## config.mk

```make
export PLATFORM = sky130hd
export DESIGN_NAME = airi5c_fetch_buffer
export DESIGN_NICKNAME = d
export VERILOG_FILES = /design/src/rtl/airi5c_fetch_buffer.sv
export SDC_FILE = /design/constraint.sdc
export NUM_CORES = 1
export LEC_CHECK = 0
export ABC_CLOCK_PERIOD_IN_PS = 13000
export CAP_MARGIN = 20
export CORE_MARGIN = 2
export CORE_UTILIZATION = 56
export DETAILED_ROUTE_END_ITERATION = 12
export PLACE_DENSITY = 0.85
export SLEW_MARGIN = 10
export SYNTH_ARGS = -nofsm -noshare
export SYNTH_HDL_FRONTEND = slang
export SYNTH_SLANG_ARGS = --single-unit
```

## constraint.sdc

```tcl
create_clock -name clk -period 13 [get_ports clk]
set_input_delay 2.6 -clock clk [delete_from_list [all_inputs] [get_ports clk]]
set_output_delay 2.6 -clock clk [all_outputs]
set_load 0.03 [all_outputs]
```

## src/rtl/airi5c_fetch_buffer.sv

```systemverilog
// Instruction prefetch queue: issues word fetches, buffers {word, pc, err}, feeds decode in order. Optional macro: FETCH_BUF_BYPASS_EN.
// Latency: a response reaches decode the cycle after imem_rsp_valid (same cycle with FETCH_BUF_BYPASS_EN when the queue is empty).
// Backpressure: requests only while count + outstanding < DEPTH; a decode stall holds the head entry stable.
module airi5c_fetch_buffer #(
  parameter int          DEPTH    = 2,
  parameter logic [31:0] RESET_PC = 32'h8000_0000
) (
  input  logic        clk,
  input  logic        reset,
  output logic        imem_req_valid,
  input  logic        imem_req_ready,
  output logic [31:0] imem_req_addr,
  input  logic        imem_rsp_valid,
  input  logic [31:0] imem_rsp_data,
  input  logic        imem_rsp_err,
  input  logic        redirect,
  input  logic [31:0] redirect_pc,
  output logic        inst_valid,
  input  logic        inst_ready,
  output logic [31:0] inst,
  output logic [31:0] inst_pc,
  output logic        inst_err
);

  localparam int AW = $clog2(DEPTH);
  localparam int CW = AW + 1;
  localparam logic [CW:0] DEPTH_W = (CW+1)'(DEPTH);
  localparam logic [31:0] NOP = 32'h0000_0013;

  typedef struct packed {
    logic [31:0] dat;
    logic [31:0] pc;
    logic        err;
  } entry_t;

  entry_t        mem [DEPTH];
  entry_t        rsp_entry;
  entry_t        head;
  entry_t        sel;
  logic [AW-1:0] rd_ptr;
  logic [AW-1:0] wr_ptr;
  logic [CW-1:0] count;
  logic [CW-1:0] outstanding;
  logic [CW-1:0] drop;
  logic [CW:0]   occupancy;
  logic [31:0]   pc;
  logic [31:0]   resp_pc;
  logic          rsp_live;
  logic          req_fire;
  logic          bypass;
  logic          push;
  logic          pop;

  // A response is live when no stale (pre-redirect) responses remain to be discarded.
  assign rsp_live  = imem_rsp_valid && (drop == '0);
  assign rsp_entry = '{dat: (imem_rsp_err ? NOP : imem_rsp_data), pc: resp_pc, err: imem_rsp_err};

  // Credit rule: entries held plus requests in flight never exceed the storage, so no overflow.
  assign occupancy      = {1'b0, count} + {1'b0, outstanding};
  assign imem_req_valid = !reset && !redirect && (occupancy < DEPTH_W);
  assign imem_req_addr  = pc;
  assign req_fire       = imem_req_valid && imem_req_ready;

`ifdef FETCH_BUF_BYPASS_EN
  assign bypass = (count == '0) && rsp_live && !redirect;
`else
  assign bypass = 1'b0;
`endif

  assign pop  = (count != '0) && inst_ready && !redirect;
  assign push = rsp_live && !redirect && !(bypass && inst_ready);

  // Decode-side view: head entry (or bypassed response), zeroed while nothing is valid.
  always_comb begin
    head       = mem[rd_ptr];
    sel        = bypass ? rsp_entry : head;
    inst_valid = (count != '0) || bypass;
    inst       = '0;
    inst_pc    = '0;
    inst_err   = 1'b0;
    if (inst_valid) begin
      inst     = sel.dat;
      inst_pc  = sel.pc;
      inst_err = sel.err;
    end
  end

  // Entry storage; no reset needed because outputs are masked while the queue is empty.
  always_ff @(posedge clk) begin
    if (push) begin
      mem[wr_ptr] <= rsp_entry;
    end
  end

  // Control state: redirect overrides request, response and pop bookkeeping in its cycle.
  always_ff @(posedge clk or posedge reset) begin
    if (reset) begin
      pc          <= RESET_PC;
      resp_pc     <= RESET_PC;
      rd_ptr      <= '0;
      wr_ptr      <= '0;
      count       <= '0;
      outstanding <= '0;
      drop        <= '0;
    end else if (redirect) begin
      pc          <= {redirect_pc[31:2], 2'b00};
      resp_pc     <= {redirect_pc[31:2], 2'b00};
      rd_ptr      <= '0;
      wr_ptr      <= '0;
      count       <= '0;
      outstanding <= '0;
      // Everything still in flight becomes stale; a response arriving now is already retired.
      drop        <= drop + outstanding - CW'(imem_rsp_valid);
    end else begin
      if (req_fire) begin
        pc <= pc + 32'd4;
      end
      if (rsp_live) begin
        resp_pc <= resp_pc + 32'd4;
      end
      if (imem_rsp_valid && (drop != '0)) begin
        drop <= drop - CW'(1);
      end
      if (push) begin
        wr_ptr <= wr_ptr + AW'(1);
      end
      if (pop) begin
        rd_ptr <= rd_ptr + AW'(1);
      end
      count       <= count + CW'(push) - CW'(pop);
      outstanding <= outstanding + CW'(req_fire) - CW'(rsp_live);
    end
  end

endmodule

```

==> qor.yml, run 1 <==
power_and_ir_drop:
  p_per_area_nw_per_um2: 155.0
  ir_drop_uv: 102.8
  p_clk_share_pct: 28.5
  p_switching_uw: 574.5
  fin_total_pwr_uw: 1752
  internal-power_uw: 1177
  p_leak_uw: 0.003989
  seqPwrFrac_pct: 44.8
  swShare_pct: 32.79
  comb_power_share_pct: 26.7
setup_path:
  crit_chain: "clkdlybuf4s50_1 -> buf_4 -> nor4_1 -> clkdlybuf4s50_1"
  start_kind: "input pin"
  cpMostUsedCell: "clkdlybuf4s50_1"
  cp.arrival_ns: 4.32
  max_stage_delay_ns: 0.72
  crit_buf_inv: 3
  setup.worst_path.class: "in2out"
  r2r_setup_slack_ns: 9.99
  slowest_stage: "clkdlybuf4s50_1"
  required_ns: 10.40
  path_delay_family: "buffers and inverters"
  cp-end-kind: "primary output"
  critPathMaxFanout: 44
finish:
  nets: 936
  drive_gt1_share_pct: 9.908
  n_fill_cell: 1081
  area_growth_pct: 26.85
  stdcell_count: 1084
  final_cell_mix: "clkdlybuf4s50_1, edfxtp_1, nor2_1, dfrtp_1, mux2i_1"
  diodes: 0
  layout_commonest_cell: "clkdlybuf4s50_1"
route:
  routed_wirelength_mm: 19.49
  first_pass_iters: 5
  drtIter0Drc: 498
  antenna_left: 0
  viasPerCell: 5.634
  drt-wirelength-per-cell_um: 17.98
  drc: 0
  vias: 6107
floorplan:
  rows: 46
  die_h_um: 130.1
  core_um2: 15710
  die_area_um2: 16940
  ios: 170
  start_util_pct: 56.71
  die_w_um: 130.1
cts:
  path_clk_slew_ns: 0.07
  cts_buffers: 17
  root_buffer: "clkbuf_16"
  ctsHoldBuffers: 0
  htree_levels: 4
  cts_tree: "built"
  cts_resized: 0
  clock_latency_ns: 0.43
  clockBufferDepth: 2
  clock_sinks: 194
  cts_setup_buffers: 0
sta:
  fin_hold_ws_ns: 0.4958
  slew_violations: 0
  max_freq_mhz: 144.5
  max_slew_margin_pct: 23.37
  rsz0062_at_grt: "no"
  worst_pin_slew_ns: 1.149
  hold_violations: 0
  setup_tns_ns: 0
  period_needed_ns: 6.922
  fin_ws_ns: 6.078
  fin_crit_sh_pct: 53.25
  setup_viol: 0
  finClkSkew_ns: 0.01277
synthesis:
  synth-seq-area-share_pct: 61.58
  ys_types: 58
  syn_avg_cell_area_um2: 12.78
  ys_warn_count: 0
  async_reset_ff_share_pct: 35.05
  synthCells: 697
  synth_edf_count: 126
  ys.flop_type: "edfxtp_1"
  synth_area_um2: 8911
  ys_ff_latch: 194
job:
  drv_cap: 0
place:
  numPlacedInstances: 1052
  pre_cts_ws_ns: 6.101
  dpl.hpwl_mm: 12.98
  gp_congestion: 0.8923
  io_buffers: 163
global_routing:
  grt_pass1_vias: 5842
  grt_pass1_wl_mm: 30.99
  grt_use_total_pct: 24.05
  grt_overflow_total: 0
  grt_max_degree: 69
  antenna_found_initial: 0
outcome:
  status: "finished clean"
worst_hold_path:
  hp-class: "reg2reg"
[through the flow]
step | instance area (µm²) | utilization (%)
after floorplan | 8922 | -
after global placement | 10740 | 68.36
after detailed placement | 10740 | 68.36
after CTS | 11300 | 71.94
after global routing | 11300 | 71.94
final | 11300 | 71.94
[path summary, 6_finish.rpt]
kind | end | from | depth (start not counted)
min in group asynchronous | imem_req_addr[3]$_DFFE_PP0P_ | reset | 3
worst min register to register | mem[0][30]$_DFFE_PP_ | resp_pc[29]$_DFFE_PP0N_ | 0
worst max register to register | imem_req_addr[23]$_DFFE_PP0P_ | count[0]$_DFF_PP0_ | 7
max in group asynchronous | rd_ptr$_DFFE_PP0P_ | reset | 3
worst max-delay path | imem_req_valid | redirect | 4
worst min-delay path | mem[0][30]$_DFFE_PP_ | resp_pc[29]$_DFFE_PP0N_ | 0
[cell usage after synthesis (3+ instances only)]
cell type  count  share of area (%)
nor2_1        77                3.2
ha_1           9                1.3
inv_1         12               0.51
nand2b_1       6               0.42
clkbuf_1      20               0.84
or2_2          4               0.28
dfrtp_1       66                 19
nand2_1       34                1.4
and3_1        10               0.70
a21oi_1        5               0.28
a21boi_0       3               0.25
mux2i_1       64                7.2
and4_1         6               0.59
o21ai_0       11               0.62
buf_1          5               0.21
o21ai_1        5               0.28
nand4_1       20                1.4
nand3_1       28                1.6
xnor2_1       35                3.4
xor2_1        22                2.2
buf_4          4               0.34
o21a_1         3               0.25
and2_1         5               0.35
nor2b_1       32                2.2
buf_2          4               0.22
mux2_2        27                3.4
a21boi_1       4               0.34
nor4_1         7               0.49
nor3_1         8               0.45
edfxtp_1     126                 42
[cell type report]
type | instances | area [µm²] | area share, %
clock buffer | 17 | 425.4 | 3.764
clock inverter | 15 | 136.4 | 1.207
inverter | 13 | 48.80 | 0.4317
multi-input combinational | 459 | 3247 | 28.72
sequential | 194 | 5492 | 48.58
tap | 216 | 270.3 | 2.391
timing repair buffer | 170 | 1684 | 14.90
[state kept, by name, summed over array words and instances, names as in the netlist]
signal	count
rd_ptr	1
mem	126
drop	2
wr_ptr	1
resp_pc	30
outstanding	2
count	2
imem_req_addr	30
[power by group through the flow]
stage	registers [µW]	logic, µW	clock network (µW)
2_1_floorplan	788	293	0
3_3_place_gp	793	456	0
3_5_place_dp	797	467	0
4_1_cts	785	470	507
5_1_grt	793	502	532
6_report	786	467	499
[routing by layer]
metal / vias up / GRT usage, % / routed length (µm)
li1: 2839 / - / -
met1: 2961 / 33.90 / 8464
met2: 288 / 37.48 / 9125
met3: 19 / 5.863 / 1703
met4: 0 / 7.274 / 199
met5: - / 0 / 0
[cells by family (layout without fill, tap and decap cells)]
logic type,Yosys count,count (layout),synth area share (%)
flip-flops,194,194,61.58
adder cells (fa/ha/maj),10,10,1.488
XOR/XNOR,57,57,5.602
buffers and inverters,47,215,2.289
AND/OR/NAND/NOR,250,250,14.94
multiplexers,91,91,10.60
other,1,4,0.04208
AO/OA/AOI/OAI,47,47,3.454
[worst register-to-register path, cell delays in order, from the launching register on]
cell	delay [ns]
dfrtp_1	0.42
and2_1	0.17
fa_1	0.55
or4b_1	0.77
nor3_4	0.37
nand4_1	0.20
xnor2_1	0.17
mux2_2	0.26
Note: power is estimated with default switching activity, not from simulation.
==> run 2, diff against run 1 <==
- ABC_CLOCK_PERIOD_IN_PS: 13000 -> 7260
- CORE_UTILIZATION: 56 -> 52
- PLACE_DENSITY: 0.85 -> 0.8
- clock period: 13 -> 7.26 ns (I/O delays scaled with it)
==> run 2 against run 1 <==
Against the previous run:
- flip-flop and latch count stayed put
- sequential power is 76% higher
- largest cell class unchanged
- utilization is 3.4 points lower
- non-clock buffer count is 1 higher
- design area is 0.87% higher
- first-iteration DRC count is 8.4% lower
==> qor.yml, run 2 (same netlist as run 1, synthesis figures left out) <==
global_routing:
  grt_use_total_pct: 22.68
  antenna_found_initial: 0
  grt_pass1_vias: 6088
  grt_pass1_wl_mm: 31.51
  grt_max_degree: 65
  grt_overflow_total: 0
cts:
  clockBufferDepth: 2
  htree_levels: 4
  ctsHoldBuffers: 0
  path_clk_slew_ns: 0.07
  cts_buffers: 17
  root_buffer: "clkbuf_16"
  cts_tree: "built"
  cts_setup_buffers: 0
  cts_resized: 0
  clock_latency_ns: 0.43
  clock_sinks: 194
finish:
  final_cell_mix: "clkdlybuf4s50_1, edfxtp_1, nor2_1, dfrtp_1, mux2i_1"
  diodes: 0
  n_fill_cell: 1158
  layout.area.seq_um2: 5492
  multi_input_area_um2: 3247
  nets: 937
  area_growth_pct: 27.96
  stdcell_count: 1089
  largest_reg_flops: 126
  largest-register: "mem"
  drive_gt1_share_pct: 9.781
  layout_commonest_cell: "clkdlybuf4s50_1"
sta:
  fin_crit_sh_pct: 63.78
  worst_pin_slew_ns: 1.003
  slew_violations: 0
  setup_tns_ns: 0
  finClkSkew_ns: 0.009568
  fin_hold_ws_ns: 0.4843
  setup_viol: 0
  max_freq_mhz: 216.0
  rsz0062_at_grt: "no"
  max_slew_margin_pct: 32.93
  period_needed_ns: 4.630
  hold_violations: 0
setup_path:
  start_kind: "input pin"
  cp.arrival_ns: 3.18
  setup.worst_path.class: "in2out"
  r2r_setup_slack_ns: 4.18
  r2r-start: "outstanding[0]$_DFF_PP0_"
  cp-end-kind: "primary output"
  critPathMaxFanout: 44
  required_ns: 5.81
  r2r-end: "imem_req_addr[27]$_DFFE_PP0P_"
  reg2regPathDepth: 7
place:
  gp_congestion: 0.9406
  io_buffers: 163
  dpl.hpwl_mm: 13.45
  numPlacedInstances: 1056
floorplan:
  die_area_um2: 18200
  start_util_pct: 53.54
  die_h_um: 134.9
  core_um2: 16640
  ios: 170
  die_w_um: 134.9
  rows: 47
power_and_ir_drop:
  fin_total_pwr_uw: 3235
  p_leak_uw: 0.004019
  ir_drop_uv: 189.9
  p_per_area_nw_per_um2: 283.7
worst_hold_path:
  hp-class: "reg2reg"
  holdPathStages: 0
  hp-start: "resp_pc[29]$_DFFE_PP0N_"
  hold_path_end: "mem[0][30]$_DFFE_PP_"
route:
  drc: 0
  antenna_left: 0
  vias: 6132
  drt-wirelength-per-cell_um: 18.50
  drtIter0Drc: 456
  routed_wirelength_mm: 20.15
  first_pass_iters: 5
  viasPerCell: 5.631
outcome:
  status: "finished clean"
job:
  drv_cap: 0
[run 2: changes by cell type in the layout (fill, tap and decap cells not counted), sizes merged]
cell / previous run / this run
buf: 7 / 8
clkinvlp: 1 / 3
clkinv: 3 / 4
bufinv: 0 / 4
inv: 24 / 17
[run 2: final cells by class]
type,count,share of cell area (%)
Timing Repair Buffer,171,15.01
Clock inverter,15,1.778
Clock buffer,17,3.731
Multi-Input combinational cell,459,28.48
Inverter,13,0.4280
Sequential cell,194,48.16
Tap cell,220,2.414
[run 2: power breakdown]
part	switching, µW	internal (µW)	total (µW)
Clock	404	580	984
Sequential	94.6	1290	1380
Combinational	502	366	868
[run 2: routing by layer]
metal  share of wire, %  wire, µm  GRT usage [%]
met5                  0         0              0
met4                3.0       607          10.29
met2                 47      9417          34.83
met3                8.1      1626          5.480
met1                 42      8496          30.84
[run 2: critical path, cell delays in order]
cell	delay (ns)
clkdlybuf4s50_1	0.39
buf_4	0.27
nor4_1	0.33
clkdlybuf4s50_1	0.72
[run 2: how the worst max path moves through the flow]
stage | start | slack (ns) | cells past startpoint | end
3_5_place_dp | redirect | 2.65 | 4 | imem_req_valid
6_report | redirect | 2.63 | 4 | imem_req_valid
3_3_place_gp | redirect | 2.65 | 4 | imem_req_valid
4_1_cts | redirect | 2.62 | 4 | imem_req_valid
2_1_floorplan | imem_rsp_valid | 2.19 | 4 | mem[0][0]$_DFFE_PP_
5_1_grt | redirect | 2.57 | 4 | imem_req_valid
[run 2: metrics by stage]
step	setup WS [ns]	util (%)	area [µm²]
after floorplan	2.186	-	8922
after global placement	2.648	64.57	10750
after detailed placement	2.646	64.57	10750
after CTS	2.625	68.35	11370
after global routing	2.575	68.51	11400
final	2.630	68.51	11400
==> run 3, diff against run 2 <==
- ABC_CLOCK_PERIOD_IN_PS: 7260 -> 4200
- CORE_UTILIZATION: 52 -> 47
- PLACE_DENSITY: 0.8 -> 0.76
- clock period: 7.26 -> 4.2 ns (I/O delays scaled with it)
==> run 3 against run 2 <==
Against the previous run:
- power increased by 69%
- utilization is 7.0 points lower
- design area up 0.54%
- sequential share of layout area decreased by 0.26 points
- register-to-register slack worse by 2.9 ns
- largest power group unchanged
- sequential power up 73%
- clock power up 62%
- combinational power is 73% higher
- critical endpoint is now inst[18]
- clock skew rose by 0.0063 ns
- highest routed layer unchanged
- global-route usage fell by 2.8 points
- cell count increased by 2.0%
- clock-buffer cell count increased by 1
==> qor.yml, run 3 (same netlist as run 1, synthesis figures left out) <==
place:
  dpl.hpwl_mm: 13.14
  numPlacedInstances: 1078
  io_buffers: 163
  gp_congestion: 0.8126
  placed_cell_area_um2: 10860
route:
  drt-wirelength-per-cell_um: 17.35
  drtIter0Drc: 373
  wl_met2_mm: 9.575
  drc: 0
  vias: 5863
  wl_met1_mm: 8.496
  route.met3.wl_um: 996
  top_layer_used: "met4"
  first_pass_iters: 4
  routed_wirelength_mm: 19.27
  antenna_left: 0
  viasPerCell: 5.277
sta:
  rsz0062_at_grt: "no"
  setup_viol: 0
  finClkSkew_ns: 0.01591
  setup_tns_ns: 0
  period_needed_ns: 3.402
  fin_crit_sh_pct: 81.00
  slew_violations: 0
  worst_pin_slew_ns: 0.7783
  hold_violations: 0
  max_freq_mhz: 293.9
  max_slew_margin_pct: 47.99
finish:
  n_fill_cell: 1480
  largest_reg_flops: 126
  area_growth_pct: 28.64
  final_cell_mix: "clkdlybuf4s50_1, edfxtp_1, nor2_1, dfrtp_1, mux2i_1"
  diodes: 0
  largest-register: "mem"
  layout_commonest_cell: "clkdlybuf4s50_1"
  drive_gt1_share_pct: 10.72
  nets: 945
  finish.instance_area_um2: 11460
  stdcell_count: 1111
worst_hold_path:
  holdPathStages: 0
  hp-class: "reg2reg"
  hold_path_end: "mem[1][30]$_DFFE_PP_"
  hp-start: "resp_pc[29]$_DFFE_PP0N_"
cts:
  cts_buffers: 17
  root_buffer: "clkbuf_16"
  cts_setup_buffers: 0
  clock_latency_ns: 0.43
  clock_sinks: 194
  cts_resized: 0
  path_clk_slew_ns: 0.07
  htree_levels: 4
  clockBufferDepth: 2
  cts_tree: "built"
  ctsHoldBuffers: 0
global_routing:
  grt_pass1_vias: 5837
  grt_pass1_wl_mm: 30.71
  antenna_found_initial: 0
  grt_max_degree: 64
  grt_overflow_total: 0
  grt_use_total_pct: 19.91
setup_path:
  setup.worst_path.class: "reg2out"
  slowest_stage: "dfrtp_4"
  critPathLaunch: "rd_ptr$_DFFE_PP0P_"
  cp-end-kind: "primary output"
  r2r-start: "count[0]$_DFF_PP0_"
  r2r_setup_slack_ns: 1.23
  required_ns: 3.36
  max_stage_delay_ns: 0.77
  path_delay_family: "buffers and inverters"
  crit_chain: "buf_4 -> mux2i_1 -> nor2_1 -> clkdlybuf4s50_1"
  start_kind: "register"
  crit_buf_inv: 2
  reg2regPathDepth: 7
  r2r-end: "imem_req_addr[27]$_DFFE_PP0P_"
  critPathMaxFanout: 30
  cp.arrival_ns: 2.56
outcome:
  status: "finished clean"
floorplan:
  ios: 170
  die_w_um: 141.7
  core_um2: 18640
  die_area_um2: 20080
  die_h_um: 141.7
  start_util_pct: 47.80
  rows: 50
power_and_ir_drop:
  fin_total_pwr_uw: 5483
  p_leak_uw: 0.004062
  p_per_area_nw_per_um2: 478.3
  ir_drop_uv: 311.3
job:
  drv_cap: 0
## run 3: worst max path at each step
stage / slack [ns] / endpoint / cells after the start
floorplan: 0.78 / mem[0][0]$_DFFE_PP_ / 4
global placement: 0.96 / mem[0][28]$_DFFE_PP_ / 7
detailed placement: 0.90 / mem[0][28]$_DFFE_PP_ / 7
CTS: 0.75 / inst[18] / 4
global route: 0.67 / inst[13] / 4
finish: 0.80 / inst[18] / 4
## run 3: stage by stage
step	util [%]	setup slack, ns	hold slack [ns]
floorplan	-	0.7846	0.4421
global placement	58.26	0.9560	0.4740
detailed placement	58.26	0.9013	0.4850
CTS	61.38	0.7517	0.5054
global route	61.49	0.6694	0.5286
finish	61.49	0.7981	0.5154
## run 3: final cells by class
class	instances	area, µm²	share of cell area (%)
Timing Repair Buffer	179	1802	15.72
Tap cell	234	292.8	2.554
Clock inverter	14	152.6	1.332
Multi-Input combinational cell	459	3247	28.32
Inverter	13	48.80	0.4257
Sequential cell	194	5492	47.90
Clock buffer	18	429.2	3.744
## run 3: where the power goes
part / switching, µW / internal, µW
combinational: 848 / 647
sequential: 168 / 2230
clock: 705 / 887
## run 3: metal layers
metal	track usage (%)	up-vias
met4	5.368	0
met2	33.42	145
li1	-	2856
met5	0	-
met3	4.556	17
met1	26.26	2845
